### src/rtl/xm23_pkg.sv
// Shared types and constants for the XM23 fetch front end.
//   INSTR_W / ADDR_W : instruction and byte-address widths
//   PC_STEP          : byte increment between sequential instruction words
//   fetch_state_t    : fetch sequencer states
//   fetch_entry_t    : prefetch buffer entry (instruction word plus its PC)
package xm23_pkg;

    localparam int INSTR_W = 16;
    localparam int ADDR_W  = 16;
    localparam logic [ADDR_W-1:0] PC_STEP = 16'd2;

    typedef enum logic {
        RUN  = 1'b0,
        HALT = 1'b1
    } fetch_state_t;

    typedef struct packed {
        logic [INSTR_W-1:0] instr;
        logic [ADDR_W-1:0]  pc;
    } fetch_entry_t;

    // Sequential successor; the 16-bit add wraps 16'hFFFE to 16'h0000.
    function automatic logic [ADDR_W-1:0] next_pc(input logic [ADDR_W-1:0] pc);
        return pc + PC_STEP;
    endfunction

endpackage

### src/rtl/fetch_fifo.sv
// Prefetch buffer for fetched instruction words tagged with their PC.
// Ports:
//   clk, reset_fetch     : clock, synchronous active-high reset
//   flush                : discard all entries (wins over push/pop)
//   push, push_instr/pc  : write one entry at the tail
//   pop                  : drop the head entry
//   head_instr/pc        : current head entry (meaningful when !empty)
//   count, empty         : occupancy
// Push and pop may occur in the same cycle. The caller guarantees push never
// hits a full buffer and pop never hits an empty one.
module fetch_fifo
    import xm23_pkg::*;
#(
    parameter int DEPTH = 2,
    parameter int CNT_W = $clog2(DEPTH + 1)
) (
    input  logic               clk,
    input  logic               reset_fetch,
    input  logic               flush,
    input  logic               push,
    input  logic [INSTR_W-1:0] push_instr,
    input  logic [ADDR_W-1:0]  push_pc,
    input  logic               pop,
    output logic [INSTR_W-1:0] head_instr,
    output logic [ADDR_W-1:0]  head_pc,
    output logic [CNT_W-1:0]   count,
    output logic               empty
);

    localparam int PTR_W = (DEPTH > 1) ? $clog2(DEPTH) : 1;
    localparam logic [PTR_W-1:0] LAST = PTR_W'(DEPTH - 1);

    fetch_entry_t     mem [DEPTH];
    logic [PTR_W-1:0] rd_ptr;
    logic [PTR_W-1:0] wr_ptr;

    function automatic logic [PTR_W-1:0] bump(input logic [PTR_W-1:0] p);
        return (p == LAST) ? '0 : p + PTR_W'(1);
    endfunction

    always_ff @(posedge clk) begin
        if (reset_fetch || flush) begin
            rd_ptr <= '0;
            wr_ptr <= '0;
            count  <= '0;
        end else begin
            if (push) wr_ptr <= bump(wr_ptr);
            if (pop)  rd_ptr <= bump(rd_ptr);
            count <= count + CNT_W'(push) - CNT_W'(pop);
        end
    end

    // Storage needs no reset: count gates every read.
    always_ff @(posedge clk) begin
        if (push && !flush) mem[wr_ptr] <= '{instr: push_instr, pc: push_pc};
    end

    assign head_instr = mem[rd_ptr].instr;
    assign head_pc    = mem[rd_ptr].pc;
    assign empty      = (count == '0);

endmodule

### src/rtl/instruction_fetch.sv
// Instruction fetch stage: owns the PC, issues in-order word fetches over a
// req/ready + rvalid handshake, buffers returned words and presents one
// registered instruction per cycle to the decode pipeline register.
// Ports:
//   clk, reset_fetch          : clock, synchronous active-high reset
//   stall_in[7:0]             : any bit set holds the output register
//   redirect_in, redirect_pc  : flush and refetch from redirect_pc (bit 0 forced 0)
//   sleep_in, wake_in         : stop / resume issuing (wake wins if both)
//   imem_req/addr/ready       : request channel
//   imem_rvalid/rdata         : in-order response channel
//   fetch_o/fetch_pc_o/fetch_valid_o : instruction to decode
//
// state | meaning
// RUN   | requests issued whenever buffer space allows
// HALT  | no new requests; outstanding responses still drain
module instruction_fetch
    import xm23_pkg::*;
#(
    parameter logic [ADDR_W-1:0] RESET_PC  = 16'h0000,
    parameter int                BUF_DEPTH = 2
) (
    input  logic               clk,
    input  logic               reset_fetch,
    input  logic [7:0]         stall_in,
    input  logic               redirect_in,
    input  logic [ADDR_W-1:0]  redirect_pc,
    input  logic               sleep_in,
    input  logic               wake_in,
    output logic               imem_req,
    output logic [ADDR_W-1:0]  imem_addr,
    input  logic               imem_ready,
    input  logic               imem_rvalid,
    input  logic [INSTR_W-1:0] imem_rdata,
    output logic [INSTR_W-1:0] fetch_o,
    output logic [ADDR_W-1:0]  fetch_pc_o,
    output logic               fetch_valid_o
);

    localparam int CNT_W = $clog2(BUF_DEPTH + 1);
    localparam logic [CNT_W:0] DEPTH_L = (CNT_W + 1)'(BUF_DEPTH);

    fetch_state_t       state, state_next;
    logic [ADDR_W-1:0]  pc;
    logic [ADDR_W-1:0]  resp_pc;     // PC of the next response that will be kept
    logic [ADDR_W-1:0]  target_pc;
    logic [CNT_W-1:0]   outstanding;
    logic [CNT_W-1:0]   drop_cnt;
    logic [CNT_W-1:0]   fifo_count;
    logic [INSTR_W-1:0] head_instr;
    logic [ADDR_W-1:0]  head_pc;
    logic               fifo_empty;
    logic               stalled, room, issue, keep_word, bypass, fifo_push, fifo_pop;

    always_comb begin
        stalled   = |stall_in;
        target_pc = redirect_pc & ~ADDR_W'(1);
        // Every outstanding request already owns a buffer slot, so the FIFO
        // can never overflow.
        room      = ({1'b0, outstanding} + {1'b0, fifo_count}) < DEPTH_L;
        imem_req  = !reset_fetch && (state == RUN) && !redirect_in && room;
        imem_addr = pc;
        issue     = imem_req && imem_ready;
        keep_word = imem_rvalid && (drop_cnt == '0) && !redirect_in;
        bypass    = keep_word && fifo_empty && (!stalled || !fetch_valid_o);
        fifo_push = keep_word && !bypass;
        fifo_pop  = !redirect_in && !stalled && !fifo_empty;
    end

    always_comb begin
        state_next = state;
        if (wake_in)          state_next = RUN;
        else if (sleep_in)    state_next = HALT;
        else if (redirect_in) state_next = RUN;
    end

    always_ff @(posedge clk) begin
        if (reset_fetch) begin
            state         <= RUN;
            pc            <= RESET_PC & ~ADDR_W'(1);
            resp_pc       <= RESET_PC & ~ADDR_W'(1);
            outstanding   <= '0;
            drop_cnt      <= '0;
            fetch_o       <= '0;
            fetch_pc_o    <= '0;
            fetch_valid_o <= 1'b0;
        end else begin
            state       <= state_next;
            outstanding <= outstanding + CNT_W'(issue) - CNT_W'(imem_rvalid);

            if (redirect_in) begin
                // Everything still in flight belongs to the old path.
                pc            <= target_pc;
                resp_pc       <= target_pc;
                drop_cnt      <= outstanding - CNT_W'(imem_rvalid);
                fetch_valid_o <= 1'b0;
            end else begin
                if (issue)                       pc       <= next_pc(pc);
                if (keep_word)                   resp_pc  <= next_pc(resp_pc);
                if (imem_rvalid && drop_cnt != '0) drop_cnt <= drop_cnt - CNT_W'(1);

                // A bubble may be filled by a bypassed word even while stalled.
                if (bypass) begin
                    fetch_o       <= imem_rdata;
                    fetch_pc_o    <= resp_pc;
                    fetch_valid_o <= 1'b1;
                end else if (!stalled) begin
                    if (fifo_pop) begin
                        fetch_o    <= head_instr;
                        fetch_pc_o <= head_pc;
                    end
                    fetch_valid_o <= fifo_pop;
                end
            end
        end
    end

    fetch_fifo #(
        .DEPTH (BUF_DEPTH),
        .CNT_W (CNT_W)
    ) u_fifo (
        .clk         (clk),
        .reset_fetch (reset_fetch),
        .flush       (redirect_in),
        .push        (fifo_push),
        .push_instr  (imem_rdata),
        .push_pc     (resp_pc),
        .pop         (fifo_pop),
        .head_instr  (head_instr),
        .head_pc     (head_pc),
        .count       (fifo_count),
        .empty       (fifo_empty)
    );

endmodule
### config.mk
export PLATFORM = sky130hd
export DESIGN_NAME = instruction_fetch
export DESIGN_NICKNAME = d
export VERILOG_FILES = /design/src/rtl/xm23_pkg.sv /design/src/rtl/fetch_fifo.sv /design/src/rtl/instruction_fetch.sv
export SDC_FILE = /design/constraint.sdc
export NUM_CORES = 1
export LEC_CHECK = 0
export BUFFER_PORTS_ARGS = -buffer_cell sky130_fd_sc_hd__buf_2
export CAP_MARGIN = 20
export CORE_ASPECT_RATIO = 0.8
export CORE_MARGIN = 2
export CORE_UTILIZATION = 59
export DETAILED_ROUTE_END_ITERATION = 10
export PLACE_DENSITY = 0.88
export SLEW_MARGIN = 20
export SYNTH_ARGS = -nofsm -noshare
export SYNTH_HDL_FRONTEND = slang
export SYNTH_SLANG_ARGS = --single-unit
### constraint.sdc
create_clock -name clk -period 6.3 [get_ports clk]
set_clock_uncertainty 0.2 [all_clocks]
set_input_delay 1.26 -clock clk [delete_from_list [all_inputs] [get_ports clk]]
set_output_delay 1.26 -clock clk [all_outputs]
set_load 0.03 [all_outputs]
======== Word level (Yosys, flattened, before mapping) ========
Memory sizes are Yosys's and may differ from the RTL's. A register that Yosys moved wholly into a read port is not among the register bits.
Index checks and enable logic that the tools add are counted.
operators by class
  equality and inequality tests ........... 1
  order comparisons ....................... 1
  $add $sub $neg .......................... 11
  reduce and logical (&&, ||, !) cells .... 33
  mux-type cells .......................... 22
  bitwise gates (word level) .............. 2
operators by type and width
  cell                   count
  $mux 16                10
  $add 16x2->16 const B  2
  $logic_and 1x1->1      13
  $reduce_bool 2->1      6
  $mux 1                 10
  $reduce_or 8->1        1
  $logic_not 1->1        6
  $sub 2x1->2            3
  $add 2x1->2            2
  $logic_not 2->1        2
  $mux 2                 2
  $reduce_or 2->1        2
  $add 2x2->3            1
  $lt 3x2->1 const B     1
  $reduce_and 3->1       1
  $add 1x1->1 const B    2
  $logic_or 1x1->1       2
  $ne 2x1->1 const B     1
  $not 1->1              2
  $sub 2x1->2 const B    1
word-level totals
  logic and storage cells ................. 84
  input port bits ......................... 47
  register bits ........................... 74
  memories ................................ 1
  RAM bits ................................ 64
memories
  memory      depth  width  read ports  clocked after memory_dff  wr ports  line              source
  u_fifo.mem  2      32     1           1                         1         fetch_fifo.sv:33  fetch_entry_t mem [DEPTH];

======== Depth between registers and ports, before layout ========
  depth in word-level cells ............... 10
  depth in mapped cells ................... 14
  depth with buffers taken out ............ 12

======== Cells and area by module ========
Synthesis repeated with hierarchy kept, for this count alone.
second synthesis, totals
  cells, all modules ...................... 539
  area total of the unflattened synthesis .. 6193.4 µm²
by module, submodules not included
  module             sequential area each (µm²)  cells each  area an instance (µm²)  instances
  instruction_fetch  1361.3                      419         3507.1                  1
  fetch_fifo         2021.9                      120         2686.3                  1

======== Worst setup path after synthesis ========
Ideal clock, no wire load.
  kind .................................... input port to flip-flop
  start ................................... input redirect_in
  end ..................................... memory u_fifo.mem[0][10] in the netlist's numbering, enable pin
  data arrival time ....................... 3468 ps
  path buffers ............................ 1
  data required time ...................... 5677 ps
  cell stages on the path ................. 4
  setup slack ............................. 2209 ps
  cells stage by stage .................... clkbuf_1 nand3b_1 a21oi_1 nor2b_1
between the ends
  longest elaborated chain between the ends .. 9
ends and longest elaborated chain
  what                              line                                       source
  from (decl)                       instruction_fetch.sv:25                    input logic redirect_in,
  $logic_not 1->1 (*)               fetch_fifo.sv:55, instruction_fetch.sv:63
  $logic_and 1x1->1                 instruction_fetch.sv:63                    keep_word = imem_rvalid && (drop_cnt == '0) && !redirect_in;
  $logic_and 1x1->1 (2 in series)   instruction_fetch.sv:64                    bypass = keep_word && fifo_empty && (!stalled || !fetch_valid_o);
  $logic_not 1->1                   instruction_fetch.sv:65                    fifo_push = keep_word && !bypass;
  $logic_and 1x1->1                 instruction_fetch.sv:65
  $logic_and 1x1->1 (*)             fetch_fifo.sv:55                           if (push && !flush) mem[wr_ptr] <= '{instr: push_instr, pc: push_pc};
  $mux 1 (*)                        fetch_fifo.sv:55
  $mux 1 (not written as such) (*)  fetch_fifo.sv:55
  to (decl)                         fetch_fifo.sv:33
Mark *: on every way between the ends. The rest lies on a longest branch, timed or not.

======== Worst setup path in the final report ========
  start ................................... input reset_fetch
  end ..................................... output imem_req
between the ends
  longest elaborated chain between the ends .. 4
ends and longest elaborated chain
  what                             line                     source
  from (decl)                      instruction_fetch.sv:23  input logic reset_fetch,
  $logic_not 1->1                  instruction_fetch.sv:60  imem_req = !reset_fetch && (state == RUN) && !redirect_in && room;
  $logic_and 1x1->1 (3 in series)  instruction_fetch.sv:60
  to (decl)                        instruction_fetch.sv:29  output logic imem_req,
Every way passes these cells.

==> metrics.yaml <==
outcome: "finished clean"
fin_crit_ns: 4.13
nNetsFinal: 676
p_leak_nw: 2.51
io_buffers: 93
first_global_vias: 4622
antenna_cells: 0
synth_commonest_cells: "72 x dfxtp_1, 62 x edfxtp_1, 60 x nand2_1"
syn_to_final_growth_pct: 17.6
rsz0062_at_grt: "no"
reg2reg_from: "drop_cnt[0]"
startpoint_type: "input pin"
hp-start: "fetch_o[12]"
postCtsSetupRepairBufs: 0
synth_async_sr_flop_share_pct: 0
gp_congestion: 0.882
hold_viol_final: 0
vdd_drop_max_v: 0.000242
maxCapViolations: 0
worst_ep_arrival_time_ns: 2.67
cts.repair.resized: 0
wl_per_cell_um: 19.2
seq_power_share_pct: 46.1
via_per_inst: 6.36
ctsHoldBuffers: 0
p_clk_share_pct: 45.1
synth-simple-area-share_pct: 15.0
fp.dieW_um: 117
wl_mm: 14.8
grt_pass1_wl_mm: 23.2
hpwl_mm: 9.14
ctsRootBufferMaster: "clkbuf_16"
critPathCaptureType: "output port"
synth_top_family_by_area: "simple AND/OR/NAND/NOR gates"
max-clock-path-buffers: 2
synth_ff_type: "dfxtp_1"
drive_gt1_share_pct: 28.3
htreeDepth: 4
p_int_w: 0.00155
final_core_util_pct: 70.4
syn_area_per_cell_um2: 11.2
dr.pass1.iters: 5
cts_made_buffers: 17
die_h_um: 94.6
antenna_found_initial: 0
yosysSeqAreaShare_pct: 54.5
clk_pin_slew_worst_paths_ns: 0.06
critPathKind: "in2out"
synth.distinct_cells: 57
yosys.area.top_type: "edfxtp_1"
multi_input_area_mm2: 0.00253
yosysMostFrequentCell: "dfxtp_1"
ys_seq_elements: 134
die_area_mm2: 0.0111
syn_inst: 542
period_share_pct: 65.6
critPathRequiredTime_ns: 4.84
synth_area_leaders: "edfxtp_1 31%, dfxtp_1 24%, mux2_2 5.8%, nand2_1 3.7%, mux2i_1 3.3%"
core_mm2: 0.0101
drt_iter0_drc: 440
floorplan.rows: 33
fill_cells: 684
power_density_mw_per_mm2: 295
tns_ns: 0
hold_path.class: "reg2reg"
critPathMaxFanout: 59
netlist.area_leader.share_pct: 30.7
yosysWarnings: 0
drv_slew: 0
startpoint: "reset_fetch"
synthesis.area_mm2: 0.00606
clkSinkCount: 134
power.switching_w: 0.000552
grt_max_degree: 60
drtAntennaViolNets: 0
synth-compound-area-share_pct: 13.7
setup_ws_ns: 2.17
dr_total_vias: 4914
start_util_pct: 59.9
grt_overflow: 0
max_slew_margin_pct: 34.6
max_freq_mhz: 242
post-place-ws_ns: 1.88
synth_fa_ha_area_share_pct: 1.78
synthXorXnorAreaFrac_pct: 2.02
cts_tree: "built"
ios: 97
synth_edf_count: 62
p_sw_share_pct: 26.2
tightestPinTransition_ns: 0.979
clock_latency_ns: 0.41
seq_area_mm2: 0.00330
drcViolationCount: 0
synth_mux_area_share_pct: 9.07
combPwrFrac_pct: 8.8
grt_use_total_pct: 27.6
setup_viol: 0
[worst paths after layout]
kind | end | cells after the start | slack (ns)
max | imem_req | 5 | 2.17
min | fetch_o[12] | 2 | 0.30
max reg2reg | fetch_pc_o[12] | 6 | 2.79
min reg2reg | fetch_o[12] | 2 | 0.30
[state kept, by name (all words and copies together) (netlist names), 2 cells and up, named ones only]
| signal | cells |
|---|---|
| resp_pc | 15 |
| drop_cnt | 2 |
| fetch_o | 16 |
| imem_addr | 15 |
| outstanding | 2 |
| u_fifo.mem | 62 |
| u_fifo.count | 2 |
| fetch_pc_o | 15 |
[cells in the final DEF (no fill, tap or decap), drive strengths merged, types with 8 or more instances in the layout]
master,netlist,routed
or3,10,10
mux2,31,31
nor3,8,8
nor2,19,19
a21oi,10,10
nand4,26,26
buf,20,99
o22ai,15,15
a211oi,10,10
a31oi,30,30
dfxtp,72,72
o21ai,9,9
nand3,12,12
clkbuf,20,17
mux2i,20,20
o211ai,21,21
nand2,60,60
inv,10,16
edfxtp,62,62
[through the flow]
stage	hold WS (ns)	power (W)	cell area, um2	std cells
6_report	0.302	0.00210	7120	773
5_1_grt	0.325	0.00218	7120	773
4_1_cts	0.303	0.00211	7120	773
3_5_place_dp	0.289	0.00117	6550	742
3_3_place_gp	0.275	0.00116	6550	742
2_1_floorplan	0.252	0.00111	6060	543
[worst max-delay path, cell delays in order]
cell and delay [ns]:
buf_2 0.10, buf_4 0.31, or2_1 0.47, nor4_1 0.26, buf_2 0.26
[cell families after synthesis]
family	after synthesis
buf+inv	50
fa+ha+maj	8
simple gates	170
compound gates	114
mux	51
flops	134
other cells	1
xor+xnor	14
[power by group through the flow]
stage / Combinational [W] / Clock [W] / Sequential, W
2_1_floorplan: 0.0000998 / 0 / 0.00101
3_3_place_gp: 0.000175 / 0 / 0.000983
3_5_place_dp: 0.000181 / 0 / 0.000985
4_1_cts: 0.000185 / 0.000958 / 0.000967
5_1_grt: 0.000203 / 0.00100 / 0.000972
6_report: 0.000186 / 0.000949 / 0.000969
[layout make-up]
cell class              count  area share [%]
clock buffers              17            5.97
clock inverters            14            2.02
inverters                  10           0.527
multi-input cells         359            35.5
flip-flops and latches    134            46.4
well taps                 140            2.46
repair buffers             99            7.17
[layer usage]
metal  GRT usage, %  vias to the layer above  part of all wire (%)  wire, um
met3           7.38                       33                   9.6      1420
met2           42.0                      302                    47      7000
met4           10.0                        0                   1.7       245
met1           38.2                     2343                    41      6140
li1               -                     2236                     -         -
met5              0                        -                     0         0
Note: power is estimated with default switching activity, not from simulation.
